**src/rtl/hazard_scoreboard.sv**
```systemverilog
// hazard_scoreboard: RAW hazard detection over a DEPTH-slot shift scoreboard; define HAZARD_FWD_EN for bypass selects
module hazard_scoreboard #(
    parameter int REG_ADDR_W = 5,
    parameter int DEPTH      = 3,
    parameter int CNT_W      = 16,
    localparam int SEL_W     = $clog2(DEPTH + 1)
) (
    input  logic                  clk,
    input  logic                  rst,
    input  logic                  if_valid,
    input  logic [REG_ADDR_W-1:0] rs0_if,
    input  logic [REG_ADDR_W-1:0] rs1_if,
    input  logic [REG_ADDR_W-1:0] rd_if,
    input  logic                  we_if,
    input  logic                  load_if,
    input  logic                  flush,
    output logic                  hasHazard,
    output logic [SEL_W-1:0]      fwd_sel0,
    output logic [SEL_W-1:0]      fwd_sel1,
    output logic [CNT_W-1:0]      stall_cnt
);
    logic [DEPTH-1:0]      slot_v;
    logic [DEPTH-1:0]      slot_ld;
    logic [REG_ADDR_W-1:0] slot_rd [DEPTH];
    logic [DEPTH-1:0]      m0, m1;
    logic [SEL_W-1:0]      k0, k1;
    // per-slot source matches; k0/k1 hold (youngest matching slot)+1, 0 when none
    always_comb begin
        m0 = '0;
        m1 = '0;
        k0 = '0;
        k1 = '0;
        for (int k = DEPTH - 1; k >= 0; k--) begin
            m0[k] = slot_v[k] && slot_rd[k] == rs0_if && rs0_if != '0;
            m1[k] = slot_v[k] && slot_rd[k] == rs1_if && rs1_if != '0;
            if (m0[k]) k0 = SEL_W'(k + 1);
            if (m1[k]) k1 = SEL_W'(k + 1);
        end
    end
`ifdef HAZARD_FWD_EN
    logic lu0, lu1;
    assign lu0       = m0[0] && slot_ld[0];
    assign lu1       = m1[0] && slot_ld[0];
    assign hasHazard = if_valid && (lu0 || lu1);
    assign fwd_sel0  = (if_valid && !lu0) ? k0 : '0;
    assign fwd_sel1  = (if_valid && !lu1) ? k1 : '0;
`else
    logic unused_fwd;
    assign unused_fwd = ^{slot_ld, k0, k1};
    assign hasHazard  = if_valid && (|m0 || |m1);
    assign fwd_sel0   = '0;
    assign fwd_sel1   = '0;
`endif
    // valid bits shift toward WB; a stall enters a bubble, flush/reset empties the board
    always_ff @(posedge clk) begin
        if (rst || flush) slot_v <= '0;
        else slot_v <= {slot_v[DEPTH-2:0], if_valid && we_if && rd_if != '0 && !hasHazard};
    end
    // payload shifts alongside; meaningless while its valid bit is clear
    always_ff @(posedge clk) begin
        slot_ld    <= {slot_ld[DEPTH-2:0], load_if};
        slot_rd[0] <= rd_if;
        for (int k = 1; k < DEPTH; k++) slot_rd[k] <= slot_rd[k-1];
    end
    // saturating count of stalled cycles, flush cycles included
    always_ff @(posedge clk) begin
        if (rst) stall_cnt <= '0;
        else if (hasHazard && stall_cnt != '1) stall_cnt <= stall_cnt + 1'b1;
    end
endmodule

```
**config.mk**
```make
export PLATFORM = sky130hd
export DESIGN_NAME = hazard_scoreboard
export DESIGN_NICKNAME = d
export VERILOG_FILES = /design/src/rtl/hazard_scoreboard.sv
export SDC_FILE = /design/constraint.sdc
export NUM_CORES = 1
export LEC_CHECK = 0
export ABC_AREA = 1
export ABC_CLOCK_PERIOD_IN_PS = 1600
export BUFFER_PORTS_ARGS = -buffer_cell sky130_fd_sc_hd__buf_4
export CAP_MARGIN = 20
export CORE_AREA = 2 2 59 75
export DETAILED_ROUTE_END_ITERATION = 10
export DIE_AREA = 0 0 61 77
export PLACE_DENSITY = 0.77
export SLEW_MARGIN = 20
export SYNTH_ARGS = -nofsm -noshare
export SYNTH_HDL_FRONTEND = slang
export SYNTH_SLANG_ARGS = --single-unit
```
**constraint.sdc**
```tcl
create_clock -name clk -period 1.6 [get_ports clk]
set_input_delay 0.24 -clock clk [delete_from_list [all_inputs] [get_ports clk]]
set_output_delay 0.24 -clock clk [all_outputs]
set_load 0.05 [all_outputs]
```
==> Yosys cells after proc, flatten, opt, wreduce, memory -nomap -nowiden <==
Memories as Yosys holds them, arrays and structs flattened.
Index checks and enable logic that the tools add are counted.
{ "word_totals": {"regBits": 19, "mem_count": 1, "word_cells": 36, "out_inout_bits": 21, "ramBits": 15, "input_bits": 21} }
{ "mem_list": {"columns": ["name", "words", "word_bits", "read_ports", "rd_clocked_by_memory_dff", "write_ports", "line", "source"], "rows": [
  ["slot_rd", 3, 5, 3, 0, 3, "24", "logic [REG_ADDR_W-1:0] slot_rd [DEPTH];"]
]} }
{ "classes": {"addsub": 1, "n_eq_ne": 7, "n_reduce_logical": 25} }
{ "ops": {"columns": ["cell", "count"], "rows": [
  ["5-bit == test", 6],
  ["1-bit logical AND", 17],
  ["16-bit by 1-bit adder with 16-bit output, second input constant", 1],
  ["16-bit inequality test, second input constant", 1],
  ["5-bit nonzero test", 3],
  ["3-bit OR reduction", 2],
  ["1-bit logical OR", 2],
  ["1-bit logical NOT", 1]
]} }

==> Depth between registers and ports, before layout <==
An unclocked memory read counts as a cell.
{ "logic_depth": {"ltp_word": 9, "ltp_mapped": 13, "mapped_depth_nobuf": 12} }

==> Worst setup path before layout <==
Ideal clock, no wire load.
{ "synth_timing": {"path_type": "reg-to-reg", "from": "reg stall_cnt[1]", "to": "reg stall_cnt[13]", "t_arrival_ns": 1.800, "path_stages_with_launch": 11, "n_path_buf": 0, "period_less_slack_ns": 1.927, "setup_slack_ns": -0.327, "setup_time_ns": 0.127, "t_required_ns": 1.473, "path_cell_list": "dfxtp_1 ha_1 nand2_1 nor2_1 nand4_4 nand3_1 nor2_1 nand3_1 nand2_1 nand2_1 nor2_1"} }
{ "synth_between": {"elab_chain_cells": 2, "elab_cells_between_ends": 3, "classes_between": "add/sub: 1; eq/ne: 1; reduce/logical: 1"} }
{ "synth_rtl": {"columns": ["element", "line", "source"], "rows": [
  ["start: declaration", "20", "output logic [CNT_W-1:0] stall_cnt"],
  ["start signal: assignment", "68", "else if (hasHazard && stall_cnt != '1) stall_cnt <= stall_cnt + 1'b1;"],
  ["parallel branches: the longest is 2 deep, another holds 16-bit by 1-bit adder with 16-bit output", null, null]
]} }
Several ways; the timed one is not identified.
A chain may end at the register's enable or synchronous reset.

==> flow_summary.ini <==
[yosys]
synth_area_per_cell_um2 = 5.98
async_reset_ff_share_pct = 0
syn_inst = 354
synthesis.area_um2 = 2120
synth_common_cells = 119 x nand2_1, 59 x nor2_1, 47 x inv_1
synth_warnings = 0
ys_ff_latch = 34
yosysUniqueCellTypes = 30
synth_edf_count = 0
yosysTopAreaCell = dfxtp_1
synth_ff_type = dfxtp_1
yosysMostFrequentCell = nand2_1
synth_top_area_share_pct = 32.1
ys_seq_area_share_pct = 32.1
synthTopCellsByArea = dfxtp_1 32%, nand2_1 21%, nor2_1 10%

[floorplanning]
fp.coreArea_um2 = 4000
io_pins = 42
die-area_um2 = 4700
fp.dieW_um = 61
placementRows = 26
die_h_um = 77
initial_utilization_pct = 52.9

[run]
maxCapViolations = 0

[finish]
diodes = 0
fill_cells = 341
drive_gt1_share_pct = 36.4
syn_to_final_growth_pct = 35.6
final_util_pct = 71.8
final_cells = 468
nets = 433
final_cell_area_um2 = 2870

[timing]
fmax_mhz = 555
fin_ws_ns = -0.200
hold_viol_final = 0
slew_violations = 0
hold-worst-slack_ns = 0.0611
skew_ns = 0.00275
rsz0062_at_grt = yes
post-route-period-util_pct = 113
report.final.setup_viol = 13
fin_crit_ns = 1.80

[global_route]
use_met2_pct = 44.2
grt_remaining_overflow = 0
grt_max_degree = 16
grt_pass1_wl_mm = 8.45
track_usage_pct = 23.7
top_usage_layer = met2
use_met1_pct = 24.9
grt_util_met3_pct = 3.71
antenna_found_initial = 0
first_global_vias = 2090

[placed_design]
dpl-instance-area_um2 = 2530
routabilityCongestion = 0.926
port_buffers = 36
dpl.cell_count = 452
hpwlAfterDp_mm = 3.99

[drt]
first_pass_iters = 5
final_antenna_net_count = 0
drc = 0
wl_mm = 5.60
vias = 2258
wl_per_cell_um = 12.0
drtIter0Drc = 129
avgViaCountPerCell = 4.82

[min_path]
holdCritStartpoint = rd_if[0]
worst_hold_path_type = input pin to flop

[run_status]
status = finished, violations left
violations = setup timing

[clock_network]
clk_latency_ns = 0.29
cts_num_sinks = 34
cts_buffer_depth = 2
cts_tree = yes
clockRootBuffer = clkbuf_8
h-tree-depth = 2
cts_buffers = 5
path_clk_slew_ns = 0.07

[worst_setup_path]
ff2ff_setup_slack_ns = -0.07
cp_max_fo = 2
crit_type = flop to output port
critPathLaunchType = flop
r2r_start = stall_cnt[0]
cp.required_ns = 1.36
critPathCaptureType = output port
cp.arrival_ns = 1.56
crit_start = slot_rd[0][6]

[power_and_ir_drop]
ir_drop_mv = 0.430
power_leakage_nw = 1.44
total_power_mw = 1.78
power_density_nw_per_um2 = 621
area by class of cell:
cell class / instances / area (um2) / area share (%)
Clock buffer: 7 / 86.3 / 3.01
Sequential cell: 34 / 724 / 25.2
Timing Repair Buffer: 56 / 499 / 17.4
Clock inverter: 1 / 5.00 / 0.174
Tap cell: 56 / 70.1 / 2.44
Inverter: 62 / 233 / 8.10
Multi-Input combinational cell: 252 / 1250 / 43.7
report_power, final:
| part | switching [mW] | internal, mW | leakage (nW) | total (mW) |
|---|---|---|---|---|
| Sequential | 0.0206 | 0.868 | 0.289 | 0.888 |
| Combinational | 0.149 | 0.0910 | 1.11 | 0.240 |
| Clock | 0.309 | 0.347 | 0.0482 | 0.656 |
worst max-delay path, cell delays in order (launching register included):
cell and delay (ns):
dfxtp_2 0.33, inv_1 0.05, nand2_1 0.08, nand2_1 0.05, nor2_1 0.14, nand3_1 0.11
nand3_2 0.09, nand2_4 0.07, a21boi_4 0.18, buf_6 0.18
logic make-up (layout without fill, tap and decap cells):
family                     count (synthesis)  after routing  synth area share [%]
AOI/OAI and AO/OA                          8              8                  2.19
xor gates and xnor gates                   2              2                 0.827
adders and majority gates                  1              1                 0.591
buffers and inverters                     72            126                  14.5
DFF                                       34             34                  32.1
other                                      1              4                 0.177
and+or+nand+nor                          236            237                  49.6
repair_timing:
item / in CTS / in global routing
hold buffers: 0 / 0
pin swaps: 4 / 23
setup endpoints to repair: 2 / 17
gates resized for setup: 12 / 38
setup buffers: 2 / 2
gates cloned: 1 / 3
stage by stage:
| step | TNS, ns | setup slack (ns) |
|---|---|---|
| 2_1_floorplan | 0 | 0.00195 |
| 3_3_place_gp | 0 | 0.00214 |
| 3_5_place_dp | 0 | 0.0000204 |
| 4_1_cts | -1.17 | -0.214 |
| 5_1_grt | -2.28 | -0.290 |
| 6_report | -0.452 | -0.200 |
cell usage in the layout, fill, tap and decap left out, types with 2 or more instances in the layout:
cell type	count
dfxtp_2	26
nand3_2	10
nor2_1	50
clkbuf_8	6
nor2_2	11
dfxtp_1	5
o21ai_2	2
buf_6	3
dfxtp_4	3
conb_1	4
nand3_1	19
nand2_2	9
nand4_1	13
nand2_4	3
nand2_1	111
inv_1	43
buf_4	49
inv_2	18
clkbuf_16	2
nor3_1	4
o21ai_1	3
worst paths after layout:
| check | to | depth (start not counted) |
|---|---|---|
| min | slot_rd[0][0] | 1 |
| max | hasHazard | 9 |
| min reg2reg | slot_rd[0][8] | 0 |
| max reg2reg | stall_cnt[10] | 10 |
sequential cells by signal, summed over array words and instances, names as in the netlist:
signal     flops
slot_rd       15
slot_v         3
stall_cnt     16
metal layers:
metal | wire length, um | vias up
met1 | 2160 | 1001
met3 | 218 | 13
li1 | - | 1184
met4 | 129 | 0
met5 | 0 | -
met2 | 3090 | 60
Power figures use the tool's default switching activity.
